**config.mk**
```make
export PLATFORM = sky130hd
export DESIGN_NAME = wb_sram_bridge
export DESIGN_NICKNAME = d
export VERILOG_FILES = /design/src/rtl/wb_sram_bridge_pkg.sv /design/src/rtl/wb_sram_bridge_sram_byte_phase.sv /design/src/rtl/wb_sram_bridge.sv
export SDC_FILE = /design/constraint.sdc
export NUM_CORES = 1
export LEC_CHECK = 0
export CELL_PAD_IN_SITES_DETAIL_PLACEMENT = 1
export CELL_PAD_IN_SITES_GLOBAL_PLACEMENT = 1
export CORE_AREA = 2 2 110 102
export CTS_BUF_LIST = sky130_fd_sc_hd__clkbuf_8
export CTS_CLUSTER_DIAMETER = 120
export DETAILED_ROUTE_END_ITERATION = 8
export DIE_AREA = 0 0 112 104
export PLACE_DENSITY_LB_ADDON = 0.15
export SLEW_MARGIN = 20
export SYNTH_ARGS = -nofsm -noshare
export SYNTH_HDL_FRONTEND = slang
export SYNTH_SLANG_ARGS = --single-unit
```
**constraint.sdc**
```tcl
create_clock -name i_clk -period 2.8 [get_ports i_clk]
set_clock_uncertainty 0.15 [all_clocks]
set_input_delay 0.84 -clock i_clk [delete_from_list [all_inputs] [get_ports i_clk]]
set_output_delay 0.84 -clock i_clk [all_outputs]
set_load 0.03 [all_outputs]
```
**src/rtl/wb_sram_bridge_pkg.sv**
```systemverilog
// Shared constants and state encoding for the Wishbone-to-byte-SRAM bridge.
package wb_sram_bridge_pkg;

  localparam int WB_ADDR_W   = 24;
  localparam int WB_DATA_W   = 16;
  localparam int WB_SEL_BITS = 2;
  localparam int SRAM_DATA_W = 8;
  localparam int WAIT_CNT_W  = 4;

  typedef enum logic [2:0] {
    ST_IDLE = 3'd0,
    ST_LO   = 3'd1,
    ST_HI   = 3'd2,
    ST_RESP = 3'd3,
    ST_ERR  = 3'd4
  } bridge_state_t;

endpackage

```
**src/rtl/wb_sram_bridge_sram_byte_phase.sv**
```systemverilog
// Wait-state sequencer for one SRAM byte cycle. The counter is loaded with
// the wait count on phase entry and counts down; the strobe is active while
// the count is nonzero and the terminal count marks the final hold cycle.
module sram_byte_phase
  import wb_sram_bridge_pkg::*;
(
  input  logic                  i_clk,
  input  logic                  i_rst,
  input  logic                  i_start,
  input  logic                  i_active,
  input  logic [WAIT_CNT_W-1:0] i_wait,
  output logic                  o_strobe,
  output logic                  o_capture,
  output logic                  o_done
);

  logic [WAIT_CNT_W-1:0] r_cnt;

  // Down-counter: load on phase entry, count to zero, clear when idle.
  always_ff @(posedge i_clk or negedge i_rst) begin
    if (!i_rst) begin
      r_cnt <= '0;
    end else if (i_start) begin
      r_cnt <= i_wait;
    end else if (i_active && (r_cnt != '0)) begin
      r_cnt <= r_cnt - 1'b1;
    end else if (!i_active) begin
      r_cnt <= '0;
    end
  end

  assign o_strobe  = i_active && (r_cnt != '0);
  assign o_capture = i_active && (r_cnt == WAIT_CNT_W'(1));
  assign o_done    = i_active && (r_cnt == '0);

endmodule

```
**src/rtl/wb_sram_bridge.sv**
```systemverilog
// Wishbone classic responder serving 16-bit words from an 8-bit async SRAM.
//
//   state | meaning
//   ------+-------------------------------------------------------------
//   IDLE  | waiting for cyc&stb; range and byte-select decode
//   LO    | byte cycle on lane 0 (sram_a = {word,0})
//   HI    | byte cycle on lane 1 (sram_a = {word,1})
//   RESP  | wb_ack pulse
//   ERR   | wb_err pulse (address beyond implemented SRAM)
module wb_sram_bridge
  import wb_sram_bridge_pkg::*;
#(
  parameter int ADDR_W = WB_ADDR_W,
  parameter int SIZE_W = 20,
  parameter int WAIT   = 2
) (
  input  logic                   i_clk,
  input  logic                   i_rst,
  input  logic                   wb_cyc,
  input  logic                   wb_stb,
  input  logic                   wb_we,
  input  logic [ADDR_W-1:0]      wb_adr,
  input  logic [WB_DATA_W-1:0]   wb_i_dat,
  input  logic [WB_SEL_BITS-1:0] wb_sel,
  output logic [WB_DATA_W-1:0]   wb_o_dat,
  output logic                   wb_ack,
  output logic                   wb_err,
  output logic                   wb_rty,
  output logic [SIZE_W:0]        sram_a,
  output logic [SRAM_DATA_W-1:0] sram_d_o,
  input  logic [SRAM_DATA_W-1:0] sram_d_i,
  output logic                   sram_d_oe,
  output logic                   sram_ce_n,
  output logic                   sram_oe_n,
  output logic                   sram_we_n
);

  localparam logic [WAIT_CNT_W-1:0] WAIT_CNT = WAIT_CNT_W'(WAIT);

  bridge_state_t          r_state;
  bridge_state_t          w_state_nxt;
  logic                   w_req;
  logic                   w_adr_oor;
  logic                   w_accept;
  logic                   w_active;
  logic                   w_start;
  logic                   w_strobe;
  logic                   w_capture;
  logic                   w_done;
  logic [SIZE_W-1:0]      r_adr;
  logic [SIZE_W-1:0]      w_adr_src;
  logic [SRAM_DATA_W-1:0] r_dat_hi;
  logic [SRAM_DATA_W-1:0] w_dat_hi_src;
  logic                   r_we;
  logic                   r_sel_hi;
  logic [SIZE_W:0]        r_sram_a;
  logic [SRAM_DATA_W-1:0] r_sram_d_o;
  logic [WB_DATA_W-1:0]   r_o_dat;
  logic                   r_ack;
  logic                   r_err;

  assign w_req     = wb_cyc & wb_stb;
  assign w_adr_oor = |(wb_adr >> SIZE_W);
  assign w_accept  = (r_state == ST_IDLE) && w_req;
  assign w_active  = (r_state == ST_LO) || (r_state == ST_HI);

  // In IDLE the request is not yet latched, so the first phase takes
  // address and data straight from the bus.
  assign w_adr_src    = (r_state == ST_IDLE) ? wb_adr[SIZE_W-1:0] : r_adr;
  assign w_dat_hi_src = (r_state == ST_IDLE) ? wb_i_dat[15:8] : r_dat_hi;

  assign w_start = ((w_state_nxt == ST_LO) && (r_state != ST_LO)) ||
                   ((w_state_nxt == ST_HI) && (r_state != ST_HI));

  sram_byte_phase u_phase (
    .i_clk     (i_clk),
    .i_rst     (i_rst),
    .i_start   (w_start),
    .i_active  (w_active),
    .i_wait    (WAIT_CNT),
    .o_strobe  (w_strobe),
    .o_capture (w_capture),
    .o_done    (w_done)
  );

  // State register.
  always_ff @(posedge i_clk or negedge i_rst) begin
    if (!i_rst) begin
      r_state <= ST_IDLE;
    end else begin
      r_state <= w_state_nxt;
    end
  end

  // Next-state decode; a dropped cycle abandons the byte phase silently.
  always_comb begin
    w_state_nxt = r_state;
    case (r_state)
      ST_IDLE: begin
        if (w_req) begin
          if (w_adr_oor)           w_state_nxt = ST_ERR;
          else if (wb_sel == '0)   w_state_nxt = ST_RESP;
          else if (wb_sel[0])      w_state_nxt = ST_LO;
          else                     w_state_nxt = ST_HI;
        end
      end
      ST_LO: begin
        if (!wb_cyc)     w_state_nxt = ST_IDLE;
        else if (w_done) w_state_nxt = r_sel_hi ? ST_HI : ST_RESP;
      end
      ST_HI: begin
        if (!wb_cyc)     w_state_nxt = ST_IDLE;
        else if (w_done) w_state_nxt = ST_RESP;
      end
      ST_RESP: w_state_nxt = ST_IDLE;
      ST_ERR:  w_state_nxt = ST_IDLE;
      default: w_state_nxt = ST_IDLE;
    endcase
  end

  // Request latch and per-phase SRAM address/data, held for the whole phase.
  always_ff @(posedge i_clk or negedge i_rst) begin
    if (!i_rst) begin
      r_adr      <= '0;
      r_dat_hi   <= '0;
      r_we       <= 1'b0;
      r_sel_hi   <= 1'b0;
      r_sram_a   <= '0;
      r_sram_d_o <= '0;
    end else begin
      if (w_accept) begin
        r_adr    <= wb_adr[SIZE_W-1:0];
        r_dat_hi <= wb_i_dat[15:8];
        r_we     <= wb_we;
        r_sel_hi <= wb_sel[1];
      end
      if (w_start) begin
        r_sram_a   <= {w_adr_src, (w_state_nxt == ST_HI)};
        r_sram_d_o <= (w_state_nxt == ST_HI) ? w_dat_hi_src : wb_i_dat[7:0];
      end
    end
  end

  // Read data: cleared per request so unselected lanes read as zero, each
  // lane captured on its last strobe-low cycle.
  always_ff @(posedge i_clk or negedge i_rst) begin
    if (!i_rst) begin
      r_o_dat <= '0;
    end else if (w_accept) begin
      r_o_dat <= '0;
    end else if (w_capture && !r_we) begin
      if (r_state == ST_LO) r_o_dat[7:0]  <= sram_d_i;
      else                  r_o_dat[15:8] <= sram_d_i;
    end
  end

  // Termination pulses, registered so they coincide with RESP/ERR.
  always_ff @(posedge i_clk or negedge i_rst) begin
    if (!i_rst) begin
      r_ack <= 1'b0;
      r_err <= 1'b0;
    end else begin
      r_ack <= (w_state_nxt == ST_RESP);
      r_err <= (w_state_nxt == ST_ERR);
    end
  end

  assign wb_o_dat  = r_o_dat;
  assign wb_ack    = r_ack;
  assign wb_err    = r_err;
  assign wb_rty    = 1'b0;
  assign sram_a    = r_sram_a;
  assign sram_d_o  = r_sram_d_o;
  assign sram_d_oe = w_active && r_we;
  assign sram_ce_n = !w_active;
  assign sram_we_n = !(w_strobe && r_we);
  assign sram_oe_n = !(w_strobe && !r_we);

endmodule
```
== Yosys cells after proc, flatten, opt, wreduce, memory -nomap -nowiden ==
Cells that the tools add are included.
Word-level totals
  memories: 0
  latch bits: 0
  logic and storage cells: 70
  memory bits (writable): 0
  register bits: 84
  output and inout port bits: 52
  ROM bits: 0
Operators by class
  magnitude comparators: 0
  multiply operators: 0
  muxes and demuxes: 20
  shift-type cells: 0
  bitwise gates (word level): 1
  div/mod/pow operators: 0
  equality and inequality tests: 11
  $add $sub $neg: 1
  reductions and logical operators: 25
Operators by type and width (count)
  two-way mux 16 bit: 2
  two-way mux 8 bit: 4
  two-way mux 20 bit: 1
  two-way mux 3 bit: 6
  two-way mux 4 bit: 3
  logical AND 1 bit: 10
  equality test 3 x 2 -> 1 bit (second input constant): 3
  one-hot mux 3 bit (3 select lines): 1
  equality test 3 x 1 -> 1 bit (second input constant): 2
  != test 3 x 2 -> 1 bit (second input constant): 2
  equality test 4 x 1 -> 1 bit (second input constant): 1
  zero test 1 bit: 4
  zero test 4 bit: 1
  two-way mux 2 bit: 2
  AND reduction 2 bit: 2
  nonzero test 2 bit: 2
  nonzero test 4 bit: 1
  OR reduction 4 bit: 1
  subtractor 4 x 1 -> 4 bit (second input constant): 1
  equality test 3 bit (second input constant): 1
  zero test 3 bit: 1
  != test 3 x 1 -> 1 bit (second input constant): 1
  zero test 2 bit: 1
  logical OR 1 bit: 2
  3 further kinds: 3

== Depth between registers and ports, before layout ==
  depth in word-level cells: 10
  depth in mapped cells: 9

== By module ==
Synthesis repeated with hierarchy kept, for this count alone.
Unflattened totals
  cell total of the unflattened synthesis: 371
  area, all modules: 3897.5 um^2
By module, submodules not included
  wb_sram_bridge: area each 3621.0 um^2, instances 1, cells each 344, sequential area each 2001.9 um^2
  sram_byte_phase: area each 276.5 um^2, instances 1, cells each 27, sequential area each 100.1 um^2

== Worst setup path before layout ==
OpenSTA, ideal clock, no wires.
  path kind: input-to-reg
  from: input port wb_adr[21]
  to: register r_sram_a[10], in the netlist sram_a[10]
  setup time: 0.125 ns
  slack: 0.139 ns
  arrival time: 2.385 ns
  cell stages on the path: 7
  required time: 2.525 ns
  cell sequence: nor4_2 > o2111ai_1 > and2_4 > inv_4 > mux2i_4 > buf_6 > mux2_4
Between the ends
  word-level cells in the longest chain between the ends: 7
RTL lines
  start: declaration: line wb_sram_bridge.sv:22  | input logic [ADDR_W-1:0] wb_adr,
  OR reduction 4 bit (*): line wb_sram_bridge.sv:63  | assign w_adr_oor = |(wb_adr >> SIZE_W);
  two-way mux 3 bit (*): line wb_sram_bridge.sv:101  | if (w_adr_oor) w_state_nxt = ST_ERR;
  two-way mux 3 bit (*): line wb_sram_bridge.sv:100  | if (w_req) begin
  one-hot mux 3 bit (3 select lines) (*): line wb_sram_bridge.sv:98  | case (r_state)
  net w_state_nxt[0]: line wb_sram_bridge.sv:41  | bridge_state_t w_state_nxt;
  equality test 3 x 1 -> 1 bit / equality test 3 x 2 -> 1 bit (equally long branches): line wb_sram_bridge.sv:72, wb_sram_bridge.sv:73
  logical AND 1 bit, on equally long branches: line wb_sram_bridge.sv:72, wb_sram_bridge.sv:73
  logical OR 1 bit (*): line wb_sram_bridge.sv:72  | assign w_start = ((w_state_nxt == ST_LO) && (r_state != ST_LO)) ||
  end signal: assignment: line wb_sram_bridge.sv:138  | r_sram_a <= {w_adr_src, (w_state_nxt == ST_HI)};
  end: declaration: line wb_sram_bridge.sv:56  | logic [SIZE_W:0] r_sram_a;
Mark *: on every way through the listed nets, which the timed path passes. The rest lies on a longest branch.
A chain may end at the register's enable or synchronous reset.

== Worst setup path in the final report ==
  from: input port wb_adr[22]
  to: register r_sram_a[16], in the netlist sram_a[16]
The elaborated chain is that of the path after synthesis.

==> impl_metrics.py <==
metrics = {
    "clocking": {
        "clkTransAtPathRegs_ps": 80,
        "clockBufferDepth": 2,
        "numCtsBuffers": 9,
        "clkLatencyLatePin_ps": 360,
        "hold_buffers": 0,
        "clock-sinks": 84,
        "cts_tree": "yes",
        "h-tree-depth": 3,
        "cts_root_buf": "clkbuf_8",
    },
    "setup_path": {
        "endpoint": "sram_a[16]",
        "required_ps": 2890,
        "max_stage_delay_ps": 410,
        "critical_path.max_fanout": 7,
        "reg2reg_depth": 8,
        "cp_data_arrival_time_ps": 2800,
        "cp-startpoint": "wb_adr[22]",
        "crit_path_end_kind": "flop",
        "path_cells": "clkdlybuf4s50_1 -> nor4_2 -> buf_4 -> o2111ai_1 -> and2_4 -> inv_4 -> mux2i_4 -> clkbuf_16 -> mux2_4",
        "timing.rr.end": "sram_a[16]",
        "cp-start-kind": "input port",
        "rrSetupSlack_ps": 340,
        "worst_path_max_delay_cell": "clkdlybuf4s50_1",
        "path_class": "input port to flop",
        "reg2reg_from": "r_state[1]",
    },
    "job": {
        "cap_violations": 0,
    },
    "synth": {
        "avgSynthCellArea_um2": 10.6,
        "syn_area_um2": 3910,
        "postSynth.asyncResetShare_pct": 100,
        "ys.flop_type": "dfrtp_1",
        "syn_nets": 427,
        "ys_warn_count": 0,
        "synth-seq-area-share_pct": 53.8,
        "synthCells": 370,
        "ys_types": 40,
        "synth_top_area_cell": "dfrtp_1",
        "yosys-top-cells-area": "dfrtp_1 (54%), nand2_1 (11%), mux2_4 (7.3%)",
        "synth-edff-count": 0,
        "yosysTopAreaCellShare_pct": 53.8,
        "ys_ff_latch": 84,
    },
    "die": {
        "core.rowCount": 36,
        "start_util_pct": 37.1,
        "coreArea_um2": 10500,
        "die_h_um": 104,
        "die_w_um": 112,
        "die-area_um2": 11600,
        "io_pins": 107,
    },
    "route": {
        "dr.pass1.iters": 4,
        "dr.first_iter.drc_count": 109,
        "drtAntennaViolNets": 0,
        "drc": 0,
        "viasPerCell": 4.93,
        "wirelength_um": 10700,
        "vias": 3135,
        "wire_per_inst_um": 16.8,
    },
    "final_layout": {
        "nets": 555,
        "final_common_cell": "nand2_1",
        "syn2layout_area_growth_pct": 42.2,
        "seqCellArea_um2": 2100,
        "n_fill_cell": 1190,
        "diodes": 0,
        "multi_input_area_um2": 1730,
        "final_cell_mix": "nand2_1 (118), clkdlybuf4s50_1 (96), dfrtp_1 (84)",
        "drive_gt1_share_pct": 21.1,
        "fin_area_um2": 5560,
    },
    "sta": {
        "finalCritPeriodShare_pct": 96.6,
        "fin_crit_ps": 2700,
        "finalMaxSlewViolations": 0,
        "fmax_mhz": 370,
        "relSlewSlack_pct": 34.7,
        "worst_pin_slew_ps": 979,
        "rsz0062_at_grt": "false",
        "final-setup-viol-count": 0,
        "postLayoutSetupSlackWorst_ps": 96.0,
        "final-hold-violation-count": 0,
    },
    "pwr": {
        "p_leak_nw": 2.61,
        "peakVddDrop_v": 0.000483,
        "cellPowerDensity_nw_per_um2": 785,
    },
    "global_routing": {
        "first_global_vias": 3509,
        "grt_max_degree": 44,
        "grt_usage_pct": 19.1,
        "antenna_found_initial": 0,
        "grt_first_pass_wirelength_um": 17900,
        "grt-ovfl-total": 0,
    },
    "hold_path": {
        "hp-class": "input port to asynchronous set/reset pin",
    },
    "place": {
        "dp_hpwl_um": 7670,
        "pre_cts_ws_ps": -437,
        "place.gp.congestion": 0.779,
        "io_buffers": 105,
        "placed_area_um2": 5260,
    },
    "outcome": {
        "status": "finished, final reports clean",
    },
}
## per-layer routing
metal	routed length (um)	vias to the layer above	share of wire [%]	GRT usage, %
met5	0	-	0	0
met3	361	11	3.4	3.85
met2	5400	57	50	32.2
met4	118	0	1.1	5.23
met1	4810	1571	45	25.1
li1	-	1496	-	-
## cells in the mapped netlist (3+ instances only)
| master | number |
|---|---|
| a21oi_1 | 14 |
| a221oi_1 | 6 |
| and2_1 | 3 |
| buf_2 | 3 |
| clkbuf_1 | 9 |
| dfrtp_1 | 84 |
| inv_1 | 11 |
| mux2_2 | 22 |
| mux2_4 | 19 |
| mux2i_1 | 8 |
| nand2_1 | 118 |
| nand2b_1 | 4 |
| nand3_1 | 10 |
| nor2_1 | 7 |
| nor3_1 | 8 |
| o21ai_0 | 12 |
| or3_1 | 4 |
## state kept, by name, summed over array words and instances (netlist names)
name           flops
sram_a            21
r_adr             20
wb_o_dat          16
r_dat_hi           8
sram_d_o           8
u_phase.r_cnt      4
r_state            3
r_sel_hi           1
r_we               1
wb_ack             1
wb_err             1
## how the worst min path moves through the flow
stage | depth (start not counted) | to | startpoint | slack [ps]
6_report | 1 | sram_d_o[0] | i_rst | 320
5_1_grt | 1 | sram_d_o[1] | i_rst | 350
4_1_cts | 2 | r_adr[5] | r_adr[5] | 330
3_5_place_dp | 2 | r_adr[5] | r_adr[5] | 310
3_3_place_gp | 2 | r_adr[16] | r_adr[16] | 300
2_1_floorplan | 2 | r_adr[0] | r_adr[0] | 290
## per-stage QoR
stage               util [%]  hold WS [ps]  cells  total power [mW]  setup TNS (ps)
CTS                     52.3           334    634              4.41           -51.5
global route            52.7           355    636              4.60               0
finish                  52.7           322    636              4.36               0
floorplan                  -           292    370              2.70               0
detailed placement      49.9           314    617              3.47          -11450
global placement        49.9           303    617              3.42           -7930
## report_power, final
part / internal (mW) / switching, mW
Clock: 0.455 / 0.427
Sequential: 1.53 / 0.205
Combinational: 0.861 / 0.886
Total: 2.85 / 1.52
## critical path: cells and delay by family
kind | cells | cell delay, ps
muxes | 2 | 610
and+or+nand+nor | 2 | 360
buffers and inverters | 4 | 880
AOI/OAI and AO/OA | 1 | 110
## logic make-up after synthesis
| family | share of synthesized area, % |
|---|---|
| AOI/OAI and AO/OA | 5.79 |
| xor gates and xnor gates | 0.224 |
| muxes | 16.3 |
| adders and majority gates | 0.640 |
| DFF | 53.8 |
| buffers and inverters | 3.43 |
| and+or+nand+nor | 19.8 |
| other | 0.0959 |
## cell type report
| type | count | area share, % |
|---|---|---|
| Clock buffer | 11 | 2.72 |
| Clock inverter | 5 | 0.923 |
| Inverter | 12 | 0.855 |
| Multi-Input combinational cell | 257 | 31.1 |
| Sequential cell | 84 | 37.8 |
| Tap cell | 133 | 2.99 |
| Timing Repair Buffer | 134 | 23.6 |
## what timing repair did
| item | 4_1_cts | 5_1_grt |
|---|---|---|
| endpoints found under the setup margin | 10 | 28 |
| pin swaps | 4 | 6 |
| buffers inserted | 1 | 1 |
| gates resized for setup | 12 | 11 |
| cloned | 0 | 1 |
(Power assumes the default switching activity.)
